File: config.mk
export PLATFORM = sky130hd
export DESIGN_NAME = note_source_arbiter
export DESIGN_NICKNAME = d
export VERILOG_FILES = /design/src/rtl/note_source_arbiter.sv
export SDC_FILE = /design/constraint.sdc
export NUM_CORES = 1
export LEC_CHECK = 0
export ABC_AREA = 1
export BUFFER_PORTS_ARGS = -buffer_cell sky130_fd_sc_hd__buf_2
export CAP_MARGIN = 25
export CORE_ASPECT_RATIO = 0.7
export CORE_MARGIN = 2
export CORE_UTILIZATION = 59
export DETAILED_ROUTE_END_ITERATION = 10
export HOLD_SLACK_MARGIN = 0.02
export PLACE_DENSITY_LB_ADDON = 0.3
export REMOVE_ABC_BUFFERS = 1
export SLEW_MARGIN = 20
export SYNTH_ARGS = -nofsm -noshare
export SYNTH_HDL_FRONTEND = slang
export SYNTH_SLANG_ARGS = --single-unit
File: constraint.sdc
create_clock -name CLK100MHZ -period 2.5 [get_ports CLK100MHZ]
set_clock_uncertainty 0.2 [all_clocks]
set_input_delay 0.5 -clock CLK100MHZ [delete_from_list [all_inputs] [get_ports CLK100MHZ]]
set_output_delay 0.5 -clock CLK100MHZ [all_outputs]
set_load 0.005 [all_outputs]
File: src/rtl/note_source_arbiter.sv
// Arbitrates three note sources onto one press/release bus with fixed priority
// (src2 > src0 > src1), preemption, legato and stuck-note timeout.
// Optional NOTE_ARB_DROP_CNT_EN adds the drop_cnt and timeout_flag outputs.
module note_source_arbiter #(
    parameter int CODE_W         = 8,
    parameter int TIMEOUT_CYCLES = 200000000,
    parameter int TO_W           = 28
) (
    input  logic                  CLK100MHZ,
    input  logic                  CPU_RESETN,
    input  logic [2:0]            src_en,
    input  logic [3*CODE_W-1:0]   src_code,
    input  logic [2:0]            src_press,
    input  logic [2:0]            src_release,
    output logic [CODE_W-1:0]     key_code,
    output logic                  key_valid,
    output logic                  key_released,
    output logic [1:0]            owner,
    output logic                  note_active
`ifdef NOTE_ARB_DROP_CNT_EN
    ,
    output logic [7:0]            drop_cnt,
    output logic                  timeout_flag
`endif
);

    localparam logic [1:0] ST_IDLE    = 2'd0;
    localparam logic [1:0] ST_HOLD    = 2'd1;
    localparam logic [1:0] ST_SWAP    = 2'd2;
    localparam logic [1:0] OWNER_NONE = 2'b11;

    function automatic logic [1:0] pick(input logic [2:0] req);
        if (req[2])      return 2'd2;
        else if (req[0]) return 2'd0;
        else             return 2'd1;
    endfunction

    function automatic logic [2:0] onehot(input logic [1:0] sel);
        case (sel)
            2'd0:    return 3'b001;
            2'd1:    return 3'b010;
            2'd2:    return 3'b100;
            default: return 3'b000;
        endcase
    endfunction

    // Sources that may preempt the given owner.
    function automatic logic [2:0] higher_than(input logic [1:0] src);
        case (src)
            2'd0:    return 3'b100;
            2'd1:    return 3'b101;
            default: return 3'b000;
        endcase
    endfunction

    function automatic logic [CODE_W-1:0] code_of(input logic [3*CODE_W-1:0] codes,
                                                  input logic [1:0]          src);
        case (src)
            2'd0:    return codes[0 +: CODE_W];
            2'd1:    return codes[CODE_W +: CODE_W];
            default: return codes[2*CODE_W +: CODE_W];
        endcase
    endfunction

    logic [1:0]        state_q, state_d;
    logic [CODE_W-1:0] key_code_q, key_code_d;
    logic              key_valid_q, key_valid_d;
    logic              key_released_q, key_released_d;
    logic [1:0]        owner_q, owner_d;
    logic              note_active_q, note_active_d;
    logic [TO_W-1:0]   timer_q, timer_d;
    logic [CODE_W-1:0] pend_code_q, pend_code_d;
    logic [1:0]        pend_owner_q, pend_owner_d;

    logic [2:0]        en_press;
    logic [2:0]        en_rel;
    logic [2:0]        own_mask;
    logic [2:0]        hi_press;
    logic              own_en;
    logic              own_press;
    logic [CODE_W-1:0] own_code;
    logic              own_rel_match;
    logic              timeout_hit;
    logic              do_release;

    assign en_press      = src_press & src_en;
    assign en_rel        = src_release & src_en;
    assign own_mask      = onehot(owner_q);
    assign hi_press      = en_press & higher_than(owner_q);
    assign own_en        = |(own_mask & src_en);
    assign own_press     = |(own_mask & en_press);
    assign own_code      = code_of(src_code, owner_q);
    assign own_rel_match = (|(own_mask & en_rel)) && (own_code == key_code_q);
    assign timeout_hit   = (timer_q == TO_W'(TIMEOUT_CYCLES - 1));

    // NOTE: every variable gets a default at the top of the block so no path
    // leaves it unassigned, which would otherwise infer a latch.
    always_comb begin
        state_d        = state_q;
        key_code_d     = key_code_q;
        key_valid_d    = 1'b0;
        key_released_d = 1'b0;
        owner_d        = owner_q;
        note_active_d  = note_active_q;
        timer_d        = timer_q;
        pend_code_d    = pend_code_q;
        pend_owner_d   = pend_owner_q;
        do_release     = 1'b0;

        case (state_q)
            ST_IDLE: begin
                if (|en_press) begin
                    key_code_d    = code_of(src_code, pick(en_press));
                    owner_d       = pick(en_press);
                    key_valid_d   = 1'b1;
                    note_active_d = 1'b1;
                    timer_d       = '0;
                    state_d       = ST_HOLD;
                end
            end
            ST_HOLD: begin
                if (|hi_press) begin
                    key_released_d = 1'b1;
                    note_active_d  = 1'b0;
                    pend_code_d    = code_of(src_code, pick(hi_press));
                    pend_owner_d   = pick(hi_press);
                    state_d        = ST_SWAP;
                end else if (!own_en) begin
                    do_release = 1'b1;
                end else if (own_press && (own_code != key_code_q)) begin
                    key_released_d = 1'b1;
                    note_active_d  = 1'b0;
                    pend_code_d    = own_code;
                    pend_owner_d   = owner_q;
                    state_d        = ST_SWAP;
                end else if (own_press) begin
                    timer_d = '0;
                end else if (own_rel_match || timeout_hit) begin
                    do_release = 1'b1;
                end else begin
                    timer_d = timer_q + TO_W'(1);
                end
            end
            ST_SWAP: begin
                key_code_d    = pend_code_q;
                owner_d       = pend_owner_q;
                key_valid_d   = 1'b1;
                note_active_d = 1'b1;
                timer_d       = '0;
                state_d       = ST_HOLD;
            end
            default: state_d = ST_IDLE;
        endcase

        // Forced and normal releases leave key_code untouched.
        if (do_release) begin
            key_released_d = 1'b1;
            note_active_d  = 1'b0;
            owner_d        = OWNER_NONE;
            timer_d        = '0;
            state_d        = ST_IDLE;
        end
    end

    // NOTE: sequential state uses non-blocking assignments so every flop
    // samples the pre-edge value of its inputs regardless of statement order.
    always_ff @(posedge CLK100MHZ or negedge CPU_RESETN) begin
        if (!CPU_RESETN) begin
            state_q        <= ST_IDLE;
            key_code_q     <= '0;
            key_valid_q    <= 1'b0;
            key_released_q <= 1'b0;
            owner_q        <= OWNER_NONE;
            note_active_q  <= 1'b0;
            timer_q        <= '0;
            pend_code_q    <= '0;
            pend_owner_q   <= OWNER_NONE;
        end else begin
            state_q        <= state_d;
            key_code_q     <= key_code_d;
            key_valid_q    <= key_valid_d;
            key_released_q <= key_released_d;
            owner_q        <= owner_d;
            note_active_q  <= note_active_d;
            timer_q        <= timer_d;
            pend_code_q    <= pend_code_d;
            pend_owner_q   <= pend_owner_d;
        end
    end

    assign key_code     = key_code_q;
    assign key_valid    = key_valid_q;
    assign key_released = key_released_q;
    assign owner        = owner_q;
    assign note_active  = note_active_q;

`ifdef NOTE_ARB_DROP_CNT_EN
    logic [2:0] accepted;
    logic       dropped;
    logic       timeout_fire;
    logic [7:0] drop_cnt_q, drop_cnt_d;
    logic       timeout_flag_q, timeout_flag_d;

    // The single press acted on this cycle; every other enabled press is a drop.
    always_comb begin
        accepted = 3'b000;
        case (state_q)
            ST_IDLE: accepted = (|en_press) ? onehot(pick(en_press)) : 3'b000;
            ST_HOLD: accepted = (|hi_press) ? onehot(pick(hi_press)) : (own_mask & en_press);
            default: accepted = 3'b000;
        endcase
    end

    assign dropped      = |(en_press & ~accepted);
    assign timeout_fire = (state_q == ST_HOLD) && !(|hi_press) && own_en && !own_press
                          && !own_rel_match && timeout_hit;

    always_comb begin
        drop_cnt_d     = drop_cnt_q;
        timeout_flag_d = timeout_flag_q | timeout_fire;
        if (dropped && (drop_cnt_q != 8'hFF)) drop_cnt_d = drop_cnt_q + 8'd1;
    end

    always_ff @(posedge CLK100MHZ or negedge CPU_RESETN) begin
        if (!CPU_RESETN) begin
            drop_cnt_q     <= 8'd0;
            timeout_flag_q <= 1'b0;
        end else begin
            drop_cnt_q     <= drop_cnt_d;
            timeout_flag_q <= timeout_flag_d;
        end
    end

    assign drop_cnt     = drop_cnt_q;
    assign timeout_flag = timeout_flag_q;
`endif

endmodule
---- Word level (Yosys, flattened, before mapping) ----
Index checks and enable logic that the tools add are counted.
storage, ports and cells
  logic and storage cells ................. 112
  ROM bits ................................ 0
  latch bits .............................. 0
  memories ................................ 0
  register bits ........................... 53
  bits in writable memories ............... 0
  bits of input ports ..................... 35
cells by class
  $mul .................................... 0
  eq/ne operators ......................... 17
  order comparisons ....................... 0
  bitwise logic cells ..................... 6
  div/mod/pow operators ................... 0
  reductions and logical operators ........ 23
  add/subtract/negate cells ............... 1
  shift-type cells ........................ 0
  mux-type cells .......................... 56
operators by type and width
  operator                 count
  $mux W28                 7
  $pmux W28 S3             1
  $pmux W8 S2              4
  $mux W8                  4
  $mux W2                  15
  $add A28 B1 Y28 const B  1
  $eq A28 B28 Y1 const B   1
  $mux W1                  19
  $and A3 B3 Y3            6
  $reduce_or A3 Y1         5
  $ne A3 B3 Y1 const B     4
  $ne A4 B4 Y1 const B     3
  $pmux W3 S3              1
  $eq A2 B1 Y1 const B     4
  $eq A8 B8 Y1             1
  $logic_not A2 Y1         4
  $ne A8 B8 Y1             1
  $pmux W2 S3              1
  $pmux W3 S2              1
  $reduce_and A3 Y1        2
  $reduce_and A6 Y1        1
  $reduce_bool A2 Y1       3
  $eq A2 B2 Y1 const B     2
  $pmux W2 S2              1
  9 further kinds          11

---- Depth between registers and ports, before layout ----
  depth in word-level cells ............... 14
  gate-level depth with buffers ........... 17
  gate-level depth less buffers ........... 15

---- Worst setup path before layout ----
No wires, ideal clock.
  path kind ............................... register -> register
  from .................................... register owner_q[0], in the netlist owner[0]
  to ...................................... register timer_q[21]
  data arrival time ....................... 1.882 ns
  setup slack ............................. 0.301 ns
  clock period less this slack ............ 2.199 ns
  stages on the path, launching flop included .. 17
  cells stage by stage .................... dfstp_2 > inv_2 > nor2_4 > nand2_1 > nand3_1 > nand2_1 > nand2_1 > nand2_1 > nor2_1 > nand2_1 > nand3_2 > nand2_2 > nor2_2 > inv_2 > buf_2 > nand2_1 > nand2_1
on the way
  longest elaborated chain between the ends .. 14
  elaborated cells on any way between the ends .. 38
  those cells by class .................... 9 x eq/ne; 15 x mux; 4 x bitwise; 10 x reduce/logical
RTL lines
  element                                               RTL line  source
  start: declaration                                    69        logic [1:0] owner_q, owner_d;
  start signal: assignment                              183       owner_q <= owner_d;
  $eq A2 B2 Y1, or another cell as far along            39        case (sel)
  $pmux W3 S3                                           39
  $and A3 B3 Y3                                         93        assign own_rel_match = (|(own_mask & en_rel)) && (own_code == key_code_q);
  $reduce_or A3 Y1                                      93
  $logic_and A1 B1 Y1                                   93
  $logic_or A1 B1 Y1                                    138       end else if (own_rel_match || timeout_hit) begin
  $mux W1                                               138
  $mux W1                                               136       end else if (own_press) begin
  $mux W1                                               130       end else if (own_press && (own_code != key_code_q)) begin
  $mux W1                                               128       end else if (!own_en) begin
  $mux W1                                               122       if (|hi_press) begin
  $mux W1                                               110       case (state_q)
  $ne A4 B4 Y1 (no line), or another cell as far along  n/a
  $reduce_and A6 Y1 (no line)                           n/a
  end signal: assignment                                185       timer_q <= timer_d;
  end: declaration                                      71        logic [TO_W-1:0] timer_q, timer_d;
Parallel ways exist; a longest one is shown, timed or not. The select of a mux whose other input is x is not followed.
A chain may end at the register's enable or synchronous reset.

---- Final worst setup path ----
  from .................................... register owner_q[0], in the netlist owner[0]
  to ...................................... register timer_q[4]
The elaborated chain is that of the path after synthesis.

==> reports/results.ini <==
[sta]
worst_slew_pin_slew_ns = 0.6633
grt_setup_unrepaired = yes
fin_crit_ns = 2.566
drv_slew = 0
clock.fmax_mhz = 389.8
hold_violations = 0
finalSetupViolations = 28
final_setup_slack_of_the_worst_path_ns = -0.06550
slew_headroom = 0.5578
final.period_utilization = 1.026

[worst_setup_path]
critical_path_peak_fanout = 8
critical_path.max_stage_delay_ns = 0.59
cp-start-kind = register
crit_path_top_delay_cell = sky130_fd_sc_hd__dfstp_2
timing.critical_path.to_type = register
worst_ep_required_time_ns = 2.58
criticalPathCategory = register to register
critical_path.most_common_cell = sky130_fd_sc_hd__nand2_1
crit_arrival_ns = 2.64
timing.critical_path.cells = inv_2 > nor2_4 > nand2_2 > nand3_2 > nand2_1 > nand2_1 > nand2_2 > nor2_2 > nand2_1 > nand3_2 > nand2_2 > nor2_4 > buf_12 > clkbuf_16 > nand3_1 > nand2_1

[routing]
wl_met2_um = 5217
number_of_nets_with_antenna_violations_after_routing = 0
detailedRoute.firstIterationViolations = 565
vias = 4536
topRoutingLayerUsed = met4
drt_first_pass_iters = 6
detail_route.wirelength_um = 12820
drc_errors = 0
drt-met1-wl_um = 5556
wl_met3_um = 1768
routedWlPerCell_um = 17.10
vias_per_cell = 6.048

[cells_and_area]
antenna_cells_inserted = 0
number_of_nets_at_the_end_of_the_flow = 707
instances_no_fill = 750
postLayoutCellArea_um2 = 4755
final.fill_count = 484
layout-area-overhead-vs-synth_pct = 22.86
finalCoreUtilization = 0.7576
post_route_cells_drive_above_1_share = 0.2098

[synthesis]
yosys_register_bits = 53
ys.flop_type = sky130_fd_sc_hd__dfrtp_1
synthDistinctLibCells = 40
seq_area_frac_synth = 0.3440
average_cell_area_after_synthesis_um2 = 6.482
synth-edff-count = 0
async_flop_share = 1.000
syn-instance-count = 597
syn_area_um2 = 3870
ys_warn_count = 0

[grt]
grt_first_pass_wirelength_um = 19570
antenna_found_initial = 0
grtUsageTotal = 0.3407
grt_pass1_vias = 4039
congestion_overflow_gr = 0
pin_count_of_the_biggest_net_entering_global_routing = 29

[place]
dpl_worst_slack_ns = -0.06960
placement.cell_area_um2 = 4325
hpwl_um = 8485
dpl.cell_count = 730
io_buffers = 47
gp_routability_congestion = 0.9914

[power_and_ir_drop]
power.leakage_nw = 2.382
ir_drop_uv = 531.9
p_per_area_nw_per_um2 = 892.6

[floorplan]
die_y_um = 71.76
boundaryPins = 48
std_cell_rows = 24
initial_core_util = 0.6166
fp.coreArea_um2 = 6276
die-width_um = 100.8
floorplan.die_area_um2 = 7233

[clock_network]
clk_path_buf_depth = 2
clk_pin_slew_worst_paths_ns = 0.11
cts.htree.levels = 2
clock_tree_from_tritoncts = done
clkLatencyLatePin_ns = 0.33
total_clock_buffers_created_by_cts = 5
numClockSinks = 53
cts_root_buf = sky130_fd_sc_hd__clkbuf_8

[min_path]
worst_hold_path_type = register to register

[status]
outcome = finished, violations left
failing_checks = negative setup slack

[flow_run]
timing.max_cap.violations = 0

==> through the flow <==
| stage | power [mW] | TNS (ns) | hold slack, ns |
|---|---|---|---|
| final | 4.244 | -0.9913 | 0.2763 |
| after global routing | 4.467 | -5.843 | 0.2972 |
| after CTS | 3.590 | 0 | 0.2763 |
| after detailed placement | 3.059 | -0.3251 | 0.2594 |
| after global placement | 3.020 | -0.01312 | 0.2533 |
| after floorplan | 2.247 | -17.31 | 0.004409 |
==> synth_stat cells, types with 2 or more instances <==
master | n | area share
sky130_fd_sc_hd__nor2_2 | 2 | 0.0032
sky130_fd_sc_hd__o2111ai_1 | 7 | 0.016
sky130_fd_sc_hd__clkbuf_1 | 6 | 0.0058
sky130_fd_sc_hd__nor3_1 | 22 | 0.028
sky130_fd_sc_hd__buf_2 | 7 | 0.0091
sky130_fd_sc_hd__o22ai_1 | 7 | 0.011
sky130_fd_sc_hd__inv_2 | 4 | 0.0039
sky130_fd_sc_hd__a21oi_1 | 6 | 0.0078
sky130_fd_sc_hd__dfrtp_1 | 49 | 0.32
sky130_fd_sc_hd__o211ai_1 | 9 | 0.017
sky130_fd_sc_hd__nand2_2 | 2 | 0.0032
sky130_fd_sc_hd__a31oi_1 | 3 | 0.0049
sky130_fd_sc_hd__nor2_1 | 43 | 0.042
sky130_fd_sc_hd__o21ai_0 | 22 | 0.028
sky130_fd_sc_hd__nand3b_1 | 3 | 0.0058
sky130_fd_sc_hd__nand4_1 | 15 | 0.024
sky130_fd_sc_hd__clkinv_1 | 4 | 0.0039
sky130_fd_sc_hd__dfstp_2 | 4 | 0.027
sky130_fd_sc_hd__nor4_1 | 12 | 0.019
sky130_fd_sc_hd__buf_6 | 4 | 0.012
sky130_fd_sc_hd__inv_1 | 74 | 0.072
sky130_fd_sc_hd__nand2_1 | 196 | 0.19
sky130_fd_sc_hd__xor2_1 | 7 | 0.016
sky130_fd_sc_hd__o21ai_1 | 2 | 0.0026
sky130_fd_sc_hd__o221ai_1 | 2 | 0.0045
sky130_fd_sc_hd__nand3_1 | 68 | 0.088
sky130_fd_sc_hd__o21bai_1 | 4 | 0.0078
==> power breakdown <==
group / internal, mW / switching [mW] / total (mW)
sequential: 1.08 / 0.156 / 1.24
combinational: 0.964 / 1.50 / 2.47
clock: 0.226 / 0.316 / 0.543
==> kinds of logic after synthesis <==
logic type	Yosys count	synth area share
flip-flops	53	0.3440
AND/OR/NAND/NOR	370	0.4193
adder cells (fa/ha/maj)	1	0.003233
buffers and inverters	100	0.1080
XOR/XNOR	8	0.01811
AO/OA/AOI/OAI	65	0.1073
==> worst max-delay path: cells and delay by family, from the launching register on <==
kind | cells | cell delay [ns]
buffers and inverters | 3 | 0.38
flip-flops | 1 | 0.59
AND/OR/NAND/NOR | 13 | 1.34
==> cells in the final DEF, fill, tap and decap left out, types with 22 or more instances in the layout <==
master / count
sky130_fd_sc_hd__nor3_1: 22
sky130_fd_sc_hd__buf_4: 26
sky130_fd_sc_hd__nand2_1: 182
sky130_fd_sc_hd__buf_2: 47
sky130_fd_sc_hd__dfrtp_1: 49
sky130_fd_sc_hd__o21ai_0: 22
sky130_fd_sc_hd__nand3_1: 54
sky130_fd_sc_hd__nor2_1: 40
sky130_fd_sc_hd__inv_1: 73
==> repair_timing <==
item / CTS / global route
cloned: 0 / 5
pin swaps: 0 / 24
hold endpoints to repair: 5 / 0
resized for setup: 1 / 50
endpoints found under the setup margin: 9 / 38
buffers inserted: 0 / 6
hold buffers: 1 / 0
==> registers in the layout (all words and copies together) (netlist names) <==
name,count
key_released,1
pend_code_q,8
note_active,1
pend_owner_q,2
key_code,8
key_valid,1
owner,2
state_q,2
timer_q,28
==> cell type report <==
class                   instances  area (um^2)  share of cell area
repair buffers                 85        663.1              0.1395
multi-input cells             444         2243              0.4718
flip-flops and latches         53         1331              0.2800
well taps                      78        97.59             0.02053
clock buffers                   7        86.33             0.01816
inverters                      82        325.3             0.06842
clock inverters                 1        7.507            0.001579
==> metal layers <==
layer  vias to the layer above  track usage
li1                       2111            -
met4                         0      0.08980
met1                      2045       0.5316
met5                         -            0
met3                        49      0.07805
met2                       331       0.4704
==> path summary, 6_finish.rpt <==
kind | from | to | slack, ns | cells after the start
setup / recovery | owner[0]$_DFFE_PN1P_ | timer_q[4]$_DFFE_PN0P_ | -0.07 | 16
hold / removal | pend_owner_q[0]$_DFFE_PN1P_ | pend_owner_q[0]$_DFFE_PN1P_ | 0.28 | 2
setup reg to reg | owner[0]$_DFFE_PN1P_ | timer_q[4]$_DFFE_PN0P_ | -0.07 | 16
hold reg to reg | pend_owner_q[0]$_DFFE_PN1P_ | pend_owner_q[0]$_DFFE_PN1P_ | 0.28 | 2
max in group asynchronous | CPU_RESETN | timer_q[19]$_DFFE_PN0P_ | 0.89 | 3
min in group asynchronous | CPU_RESETN | timer_q[5]$_DFFE_PN0P_ | 0.54 | 2
Note: power is estimated with default switching activity, not from simulation.
